## config.mk

```make
export PLATFORM = sky130hd
export DESIGN_NAME = serial_subtractor
export DESIGN_NICKNAME = d
export VERILOG_FILES = /design/src/rtl/sub_pkg.sv /design/src/rtl/full_subtractor.sv /design/src/rtl/serial_subtractor.sv
export SDC_FILE = /design/constraint.sdc
export NUM_CORES = 1
export LEC_CHECK = 0
export BUFFER_PORTS_ARGS = -buffer_cell sky130_fd_sc_hd__buf_2
export CORE_AREA = 8 8 54 56
export CTS_CLUSTER_DIAMETER = 150
export CTS_CLUSTER_SIZE = 10
export DETAILED_ROUTE_END_ITERATION = 12
export DIE_AREA = 0 0 62 64
export PLACE_DENSITY = 0.7
export SLEW_MARGIN = 40
export SYNTH_ARGS = -nofsm -noshare
export SYNTH_HDL_FRONTEND = slang
export SYNTH_SLANG_ARGS = --single-unit
export TNS_END_PERCENT = 1
```

## constraint.sdc

```tcl
create_clock -name clk -period 2.45 [get_ports clk]
set_clock_uncertainty 0.15 [all_clocks]
set_input_delay 0.49 -clock clk [delete_from_list [all_inputs] [get_ports clk]]
set_output_delay 0.49 -clock clk [all_outputs]
set_load 0.01 [all_outputs]
```

## src/rtl/sub_pkg.sv

```systemverilog
// Shared types and constants for the bit-serial subtractor.
package sub_pkg;

  localparam int SUB_WIDTH_DEFAULT = 4;

  typedef enum logic [1:0] {
    IDLE = 2'd0,
    RUN  = 2'd1,
    DONE = 2'd2
  } sub_state_e;

endpackage

```

## src/rtl/full_subtractor.sv

```systemverilog
// One-bit full subtractor; reused for every bit position by the serial datapath.
module full_subtractor (
  input  logic a,
  input  logic b,
  input  logic bin,
  output logic diff,
  output logic bout
);

  assign diff = a ^ b ^ bin;
  assign bout = (~a & b) | (~a & bin) | (b & bin);

endmodule

```

## src/rtl/serial_subtractor.sv

```systemverilog
// Bit-serial A - B - bin: one bit per cycle, LSB first, with a valid/ready
// handshake on both the operand and the result side.
module serial_subtractor
  import sub_pkg::*;
#(
  parameter int WIDTH = SUB_WIDTH_DEFAULT
) (
  input  logic             clk,
  input  logic             reset,
  input  logic             in_valid,
  output logic             in_ready,
  input  logic [WIDTH-1:0] A,
  input  logic [WIDTH-1:0] B,
  input  logic             bin,
  output logic             out_valid,
  input  logic             out_ready,
  output logic [WIDTH-1:0] diff,
  output logic             bout,
  output logic             ovf
);

  localparam int CW = $clog2(WIDTH);
  localparam logic [CW-1:0] LAST = CW'(WIDTH - 1);

  sub_state_e       r_state;
  sub_state_e       w_next;
  logic [WIDTH-1:0] r_a;
  logic [WIDTH-1:0] r_b;
  logic [WIDTH-1:0] r_shift;
  logic [WIDTH-1:0] r_diff;
  logic             r_bout;
  logic             r_ovf;
  logic             r_br;
  logic [CW-1:0]    r_cnt;
  logic             w_d;
  logic             w_bout;
  logic [WIDTH-1:0] w_shiftNext;
  logic             w_last;

  full_subtractor u_fs (
    .a    (r_a[r_cnt]),
    .b    (r_b[r_cnt]),
    .bin  (r_br),
    .diff (w_d),
    .bout (w_bout)
  );

  assign w_shiftNext = {w_d, r_shift[WIDTH-1:1]};
  assign w_last      = (r_cnt == LAST);

  always_ff @(posedge clk or negedge reset) begin
    if (!reset) r_state <= IDLE;
    else        r_state <= w_next;
  end

  always_comb begin
    w_next = r_state;
    case (r_state)
      IDLE:    if (in_valid)  w_next = RUN;
      RUN:     if (w_last)    w_next = DONE;
      DONE:    if (out_ready) w_next = IDLE;
      default: w_next = IDLE;
    endcase
  end

  always_comb begin
    in_ready  = 1'b0;
    out_valid = 1'b0;
    case (r_state)
      IDLE:    in_ready  = 1'b1;
      DONE:    out_valid = 1'b1;
      default: ;
    endcase
  end

  // Results are published only on the last RUN edge, so the visible outputs
  // hold their previous values while the next operation is in flight.
  always_ff @(posedge clk or negedge reset) begin
    if (!reset) begin
      r_a     <= '0;
      r_b     <= '0;
      r_shift <= '0;
      r_diff  <= '0;
      r_bout  <= 1'b0;
      r_ovf   <= 1'b0;
      r_br    <= 1'b0;
      r_cnt   <= '0;
    end else begin
      case (r_state)
        IDLE: begin
          if (in_valid) begin
            r_a   <= A;
            r_b   <= B;
            r_br  <= bin;
            r_cnt <= '0;
          end
        end
        RUN: begin
          r_shift <= w_shiftNext;
          r_br    <= w_bout;
          if (w_last) begin
            r_diff <= w_shiftNext;
            r_bout <= w_bout;
            r_ovf  <= (r_a[WIDTH-1] != r_b[WIDTH-1]) && (w_d != r_a[WIDTH-1]);
          end else begin
            r_cnt <= r_cnt + 1'b1;
          end
        end
        default: ;
      endcase
    end
  end

  assign diff = r_diff;
  assign bout = r_bout;
  assign ovf  = r_ovf;

endmodule

```

-- Word level (Yosys, flattened, before mapping)
Cells that the tools add are included.
- bits in registers: 23
- output and inout bits: 8
- word-level logic and storage cells: 51
- $add $sub $neg: 1
- magnitude comparators: 1
- equal/unequal tests: 9
- multiplexer cells: 15
- bitwise logic cells: 8
- reductions and logical operators: 8
- operators with widths (kind ; number):
    2-to-1 mux 2 bit ; 5
    != test 2 bit (second input constant) ; 4
    one-hot mux 2 bit (3 select lines) ; 1
    AND reduction 2 bit ; 3
    AND reduction 3 bit ; 2
    2-to-1 mux 1 bit ; 5
    binary-select mux 1 bit (select 2 bit) ; 2
    == test 2 bit (second input constant) ; 2
    one-hot mux 2 bit (2 select lines) ; 1
    bitwise AND 1 bit ; 3
    less-than comparator 2 x 3 -> 1 bit (second input constant) ; 1
    adder 2 x 1 -> 2 bit (second input constant) ; 1
    == test 2 x 1 -> 1 bit (second input constant) ; 1
    logical NOT 2 bit ; 1
    != test 1 bit ; 2
    OR 1 bit ; 2
    one-hot mux 1 bit (2 select lines) ; 1
    nonzero test 2 bit ; 1
    bitwise XOR 1 bit ; 2
    logical AND 1 bit ; 1
    inverter 1 bit ; 1

-- Logic depth before layout (Yosys ltp)
Gate-level depths: netlist (run 1).
- depth in word-level cells: 7
- depth in mapped cells: 6
- depth with buffers taken out: 6

-- Hierarchy
A second synthesis (run 1) with hierarchy kept.
- cells, all modules: 71
- area total of the unflattened synthesis: 1024.7 um^2
- by module, submodules not included (module ; times used ; cells an instance ; area an instance (um^2) ; sequential area each (um^2)):
    serial_subtractor ; 1 ; 68 ; 997.2 ; 550.5
    full_subtractor ; 1 ; 3 ; 27.5 ; 0.0

-- Least setup slack after synthesis (run 1)
OpenSTA, ideal clock, no wires.
- path kind: register to register
- start point: register r_cnt[0]
- end point: register r_ovf, in the netlist ovf
- library setup time: 0.130 ns
- data arrival time: 1.775 ns
- path slack: 0.395 ns
- cell stages (with the launch flop): 7
- clock period less this slack: 2.055 ns
- cells stage by stage: dfrtp_1 mux4_2 inv_1 fa_1 nor2b_1 a21oi_1 o21ai_0
- longest elaborated chain between the ends: 6
- elaborated cells between the ends (all ways): 10
- those cells by class: eq/ne (2); mux (4); bitwise (2); reduce/logical (2)
- ends and longest elaborated chain (what ; line ; text):
    start, declared ; serial_subtractor.sv:34 ; logic [CW-1:0] r_cnt;
    start signal, assigned ; serial_subtractor.sv:106 ; r_cnt <= r_cnt + 1'b1;
    binary-select mux 1 bit (select 2 bit) (on tied branches) ; serial_subtractor.sv:41, serial_subtractor.sv:42 ;
    2-to-1 mux 1 bit (on tied branches) ; serial_subtractor.sv:41, serial_subtractor.sv:42 ;
    bitwise XOR 1 bit (2 in a row) ; full_subtractor.sv:10 ; assign diff = a ^ b ^ bin;
    != test 1 bit ; serial_subtractor.sv:104 ; r_ovf <= (r_a[WIDTH-1] != r_b[WIDTH-1]) && (w_d != r_a[WIDTH-1]);
    logical AND 1 bit ; serial_subtractor.sv:104 ;
    end signal, assigned ; serial_subtractor.sv:104 ;
    end, declared ; serial_subtractor.sv:32 ; logic r_ovf;
Several ways; a longest one is shown, not always the timed one. The select of a mux whose other input is x is not followed.
A chain may end at the register's enable or synchronous reset.

-- Worst setup path after layout (run 1)
Same ends and word-level chain as after synthesis.

==> reports/results.tsv, run 1 <==
stage	metric	value	unit
drt	Final ANT Viol Nets	0	
worst_setup_path	Crit path depth	6	
drt	final WL	1750	µm
yosys	Post-Syn Nets	85	
timing	Setup TNS	0	ns
global_routing	largest net degree at the start of global routing	23	
die	Initial Util	47.8	%
pwr	P_leak	0.565	nW
clock_network	clk_lat worst skew	0.29	ns
timing	number of endpoints failing setup at the final stage	0	
timing	worst setup slack after layout	0.292	ns
yosys	Distinct cells, synth	22	
global_routing	initial antenna violation count	0	
drt	first-pass detailed-route iteration total	4	
die	DIE AREA	3970	µm²
global_routing	gr ovfl total	0	
global_routing	number of global-route vias before repair	664	
run_status	run status	complete, but fails checks	
drt	Residual DRC	0	
drt	Vias/cell	5.08	
worst_setup_path	kind of critical path	register to register	
worst_setup_path	Critical Path Max Stage Delay	0.52	ns
worst_setup_path	Cell Chain, Critical Path	mux4_2 > inv_1 > fa_1 > nor2b_1 > a21oi_1 > o21ai_0	
cells_and_area	Final Cell Area	1160	µm²
timing	worst hold slack	-0.0169	ns
timing	unrepaired setup endpoints after global routing	false	
worst_setup_path	Max FO, Critical Path	5	
yosys	Syn Inst Count	70	
clock_network	H-tree levels	1	
global_routing	GRT Overall Usage	10.2	%
clock_network	clock tree root driver cell	clkbuf_4	
pwr	total power	1.64	mW
worst_setup_path	CP Data Arrival Time	2.19	ns
clock_network	CTS resizes	0	
clock_network	Bufs on Longest Clock Path	2	
global_routing	first-pass GRT wire length	3100	µm
die	num rows	17	
pwr	Pwr per Cell Area	1420	nW/µm²
place	Placed Cells	116	
cells_and_area	fin nets	108	
die	core area	2110	µm²
worst_setup_path	critical path's top delay family	multiplexers	
worst_setup_path	Reg2Reg Depth	6	
hold_path	worst min path class	input port to async pin	
worst_setup_path	Buf/Inv on CP	1	
run	Max Cap Viol	0	
clock_network	CTS tree	done	
run_status	failing checks	negative hold slack	
timing	crit path time final	2.16	ns
worst_setup_path	CP max-delay cell	mux4_2	
timing	Tcrit/Tclk final	88.1	%
cells_and_area	share of cells above drive strength 1	47.8	%
yosys	synthesized flop and latch total	22	
clock_network	Post-CTS Hold Fix Bufs	0	
cells_and_area	Finished Layout Cells	120	
clock_network	Num CTS Buffers	3	
place	GP Congestion	0.730	
worst_setup_path	CP Capture Type	register	
drt	initial DRC count	1	
clock_network	setup bufs post-CTS	0	
place	input/output buffers	20	
die	Die W	62	µm
die	I/O Pins	21	
cells_and_area	n_diodes	0	
timing	worst slew pin tran	0.471	ns
yosys	Synth Warn #	0	
worst_setup_path	Setup crit start kind	register	
yosys	mean post-synth cell area	14.4	µm²
place	placed cell area	1120	µm²
timing	f_max	463	MHz
cells_and_area	Area Growth Syn to Fin	15.2	%
clock_network	clock transition at the registers of the reported paths	0.11	ns
place	Post-DP HPWL	1360	µm
timing	endpoints failing hold	22	
worst_setup_path	Critical Path RT	2.48	ns
yosys	Syn Std Cell Area	1010	µm²
timing	Relative slew margins	68.6	%
clock_network	clk sink count	22	
cells_and_area	final core occ	55.1	%
yosys	sequential fraction of the synthesis area	54.7	%
timing	Final Max Tran Viols	0	
place	DP Worst Slack	0.304	ns
drt	WL/cell	14.6	µm
pwr	Max VDD drop	0.704	mV
die	die span in y	64	µm
drt	Vias	610	
==> final cells by class <==
cell class / instances / area [µm²]
timing repair buffer: 20 / 100
inverter: 2 / 7.51
sequential: 22 / 551
clock buffer: 4 / 36.3
fill: 182 / 946
multi-input combinational: 44 / 430
tap: 28 / 35.0
==> where the power goes <==
part / internal (mW) / switching (mW) / total, mW
registers: 0.549 / 0.157 / 0.706
clock network: 0.0904 / 0.0984 / 0.189
logic: 0.447 / 0.302 / 0.749
total: 1.09 / 0.558 / 1.64
==> worst register-to-register path, stage by stage, from the launching register on <==
cell and delay, ns:
dfrtp_1 0.48, mux4_2 0.52, inv_1 0.09, fa_1 0.46
nor2b_1 0.15, a21oi_1 0.13, o21ai_0 0.08
==> sequential cells by signal, indices dropped and copies added, names as in the netlist <==
signal   count
diff         4
r_a          4
r_b          4
r_shift      3
r_cnt        2
r_state      2
bout         1
ovf          1
r_br         1
==> cells in the mapped netlist, drive strengths merged <==
| cell type | instances | area, µm² |
|---|---|---|
| inv | 2 | 7.51 |
| mux4 | 2 | 45.0 |
| nand3b | 1 | 11.3 |
| nor2b | 1 | 6.26 |
| ha | 1 | 12.5 |
| nor3b | 1 | 7.51 |
| fa | 1 | 20.0 |
| o21bai | 1 | 7.51 |
| a22o | 3 | 26.3 |
| nand2 | 4 | 15.0 |
| o21ai | 5 | 25.0 |
| nor2 | 2 | 10.0 |
| buf | 2 | 18.8 |
| mux2 | 15 | 199 |
| nand2b | 2 | 12.5 |
| a21oi | 3 | 15.0 |
| and3b | 1 | 8.76 |
| and2 | 1 | 8.76 |
| dfrtp | 22 | 551 |
==> cell usage in the layout, fill, tap and decap left out <==
| cell type | count |
|---|---|
| mux2_2 | 7 |
| ha_1 | 1 |
| nor2_2 | 1 |
| buf_2 | 20 |
| nand2b_1 | 2 |
| inv_1 | 2 |
| nand2_1 | 4 |
| nor2_1 | 1 |
| mux2_4 | 8 |
| and3b_1 | 1 |
| mux4_2 | 2 |
| nor2b_1 | 1 |
| o21bai_1 | 1 |
| nor3b_1 | 1 |
| a21oi_1 | 3 |
| nand3b_2 | 1 |
| clkbuf_8 | 1 |
| fa_1 | 1 |
| o21ai_0 | 5 |
| a22o_1 | 3 |
| dfrtp_1 | 22 |
| and2_4 | 1 |
| clkbuf_4 | 3 |
==> cell families (layout without fill, tap and decap cells) <==
logic type	Yosys count	after routing	share of synthesized area (%)
AOI/OAI and AO/OA	12	12	7.33
adders and majority gates	2	2	3.23
buffers and inverters	4	26	2.61
DFF	22	22	54.7
muxes	17	17	24.2
and+or+nand+nor	13	13	7.95
==> path summary, 6_finish.rpt <==
kind,slack (ns),from,to
max reg2reg,0.29,r_cnt[0],ovf
min in group clk,0.22,out_ready,r_state[1]
min reg2reg,0.33,ovf,ovf
min,-0.02,reset,r_b[2]
max,0.29,r_cnt[0],ovf
max in group asynchronous,1.84,reset,r_shift[2]
==> routing by layer <==
metal	GRT usage (%)	share of wire [%]	up-vias
li1	-	-	296
met1	13.4	45	300
met2	15.1	49	12
met3	1.60	3.5	2
met4	6.27	2.1	0
met5	0	0	-
Note: power is estimated with default switching activity, not from simulation.
==> inputs of run 2 (changes only) <==
--- a/config.mk
+++ b/config.mk
@@ -11,6 +11,7 @@
 export CTS_CLUSTER_SIZE = 10
 export DETAILED_ROUTE_END_ITERATION = 12
 export DIE_AREA = 0 0 62 64
+export GPL_TIMING_DRIVEN = 0
 export PLACE_DENSITY = 0.7
 export SLEW_MARGIN = 40
 export SYNTH_ARGS = -nofsm -noshare
==> reports/results.tsv, run 2 (same netlist as run 1, synthesis figures left out) <==
stage	metric	value	unit
drt	Residual DRC	0	
drt	DR top layer	met4	
cells_and_area	most frequent cells in the layout	dfrtp_1, buf_2, mux2_4	
die	DIE AREA	3970	µm²
run	Max Cap Viol	0	
timing	number of endpoints failing setup at the final stage	0	
worst_setup_path	RR Startpoint	r_cnt[0]	
drt	first-pass detailed-route iteration total	2	
clock_network	Post-CTS Hold Fix Bufs	1	
timing	Final Max Tran Viols	0	
timing	crit path time final	2.22	ns
pwr	total power	1.74	mW
timing	Relative slew margins	69.0	%
worst_setup_path	Critical Path RT	2.49	ns
worst_setup_path	Critical Path Max Stage Delay	0.53	ns
global_routing	number of global-route vias before repair	635	
place	input/output buffers	20	
drt	met2 wire len	867	µm
cells_and_area	Area Growth Syn to Fin	19.6	%
worst_setup_path	Crit. Startpoint	r_cnt[0]	
worst_setup_path	CP Capture Type	register	
clock_network	clock transition at the registers of the reported paths	0.12	ns
run_status	run status	finished, final reports clean	
die	Die W	62	µm
cells_and_area	fin nets	111	
pwr	Max VDD drop	0.832	mV
worst_setup_path	Max FO, Critical Path	5	
place	GP Congestion	0.735	
hold_path	Min-Delay Startpoint	out_ready	
clock_network	CTS resizes	0	
timing	worst slew pin tran	0.466	ns
clock_network	H-tree levels	1	
clock_network	Num CTS Buffers	3	
worst_setup_path	Cell Chain, Critical Path	mux4_2 > inv_1 > fa_1 > nor2b_1 > a21oi_1 > o21ai_0	
worst_setup_path	kind of critical path	register to register	
cells_and_area	Finished Layout Cells	123	
timing	unrepaired setup endpoints after global routing	false	
clock_network	clock tree root driver cell	clkbuf_4	
worst_setup_path	Setup crit start kind	register	
drt	initial DRC count	3	
clock_network	CTS tree	done	
place	Placed Cells	118	
die	die span in y	64	µm
place	Post-DP HPWL	1300	µm
cells_and_area	n_diodes	0	
clock_network	clk_lat worst skew	0.30	ns
cells_and_area	commonest non-fill, non-tap cell in the layout	dfrtp_1	
timing	Setup TNS	0	ns
worst_setup_path	CP Data Arrival Time	2.25	ns
die	Initial Util	47.8	%
global_routing	first-pass GRT wire length	2950	µm
pwr	Pwr per Cell Area	1450	nW/µm²
drt	Vias	616	
worst_setup_path	Buf/Inv on CP	1	
drt	Final ANT Viol Nets	0	
global_routing	GRT Overall Usage	9.82	%
drt	Vias/cell	5.01	
drt	Metal-1 WL	731	µm
clock_network	Bufs on Longest Clock Path	2	
hold_path	worst min path class	input port to register	
drt	WL/cell	13.8	µm
clock_network	setup bufs post-CTS	0	
pwr	P_leak	0.587	nW
die	I/O Pins	21	
drt	DR WL met3	57	µm
worst_setup_path	CP max-delay cell	mux4_2	
cells_and_area	share of cells above drive strength 1	48.4	%
timing	f_max	451	MHz
clock_network	clk sink count	22	
timing	Tcrit/Tclk final	90.5	%
die	num rows	17	
global_routing	gr ovfl total	0	
global_routing	largest net degree at the start of global routing	23	
die	core area	2110	µm²
worst_setup_path	critical path's top delay family	multiplexers	
timing	endpoints failing hold	0	
global_routing	initial antenna violation count	0	
drt	final WL	1700	µm
-- run 2: cell types whose count changed in the layout (fill, tap and decap cells not counted) --
cell | before | now
buf_6 | 0 | 1
clkbuf_8 | 1 | 0
buf_4 | 0 | 1
bufinv_16 | 0 | 1
dlygate4sd3_1 | 0 | 1
-- run 2: per-layer routing --
metal  GRT usage (%)  up-vias
met5               0        -
met4            5.13        0
met3            1.40        4
met2            15.8       12
met1            12.1      302
li1                -      298
-- run 2: path summary, 6_finish.rpt --
check	end	slack [ns]	cells past startpoint
worst min register to register	diff[3]	0.35	2
max in group asynchronous	diff[3]	1.32	2
worst min-delay path	r_state[1]	0.21	2
worst max register to register	ovf	0.23	6
min in group asynchronous	r_state[1]	0.51	2
worst max-delay path	ovf	0.23	6
-- run 2: through the flow --
stage	cell area [µm²]	util, %	hold WS, ns	worst slack (ns)
floorplan	1010	-	0.0444	0.395
global placement	1140	54.2	0.308	0.297
detailed placement	1140	54.2	0.321	0.244
CTS	1200	57.2	0.208	0.210
global route	1200	57.2	0.231	0.105
finish	1200	57.2	0.208	0.233
-- run 2: area by class of cell --
cell class	count	area, µm²
Fill cell	166	901
Sequential cell	22	551
Multi-Input combinational cell	44	430
Timing Repair Buffer	21	110
Tap cell	28	35.0
Clock inverter	1	30.0
Clock buffer	3	22.5
Buffer	2	18.8
Inverter	2	7.51
-- run 2: worst reg2reg max path: cells and delay by family (launching register included) --
family	cells	cell delay, ns
multiplexers	1	0.53
flip-flops	1	0.50
adder cells (fa/ha/maj)	1	0.46
AO/OA/AOI/OAI	2	0.21
AND/OR/NAND/NOR	1	0.16
buffers and inverters	1	0.09
-- run 2: report_power, final --
| group | switching, mW | leakage (nW) | internal, mW |
|---|---|---|---|
| logic | 0.319 | 0.293 | 0.467 |
| registers | 0.136 | 0.267 | 0.549 |
| clock network | 0.106 | 0.0279 | 0.165 |
| total | 0.561 | 0.587 | 1.18 |
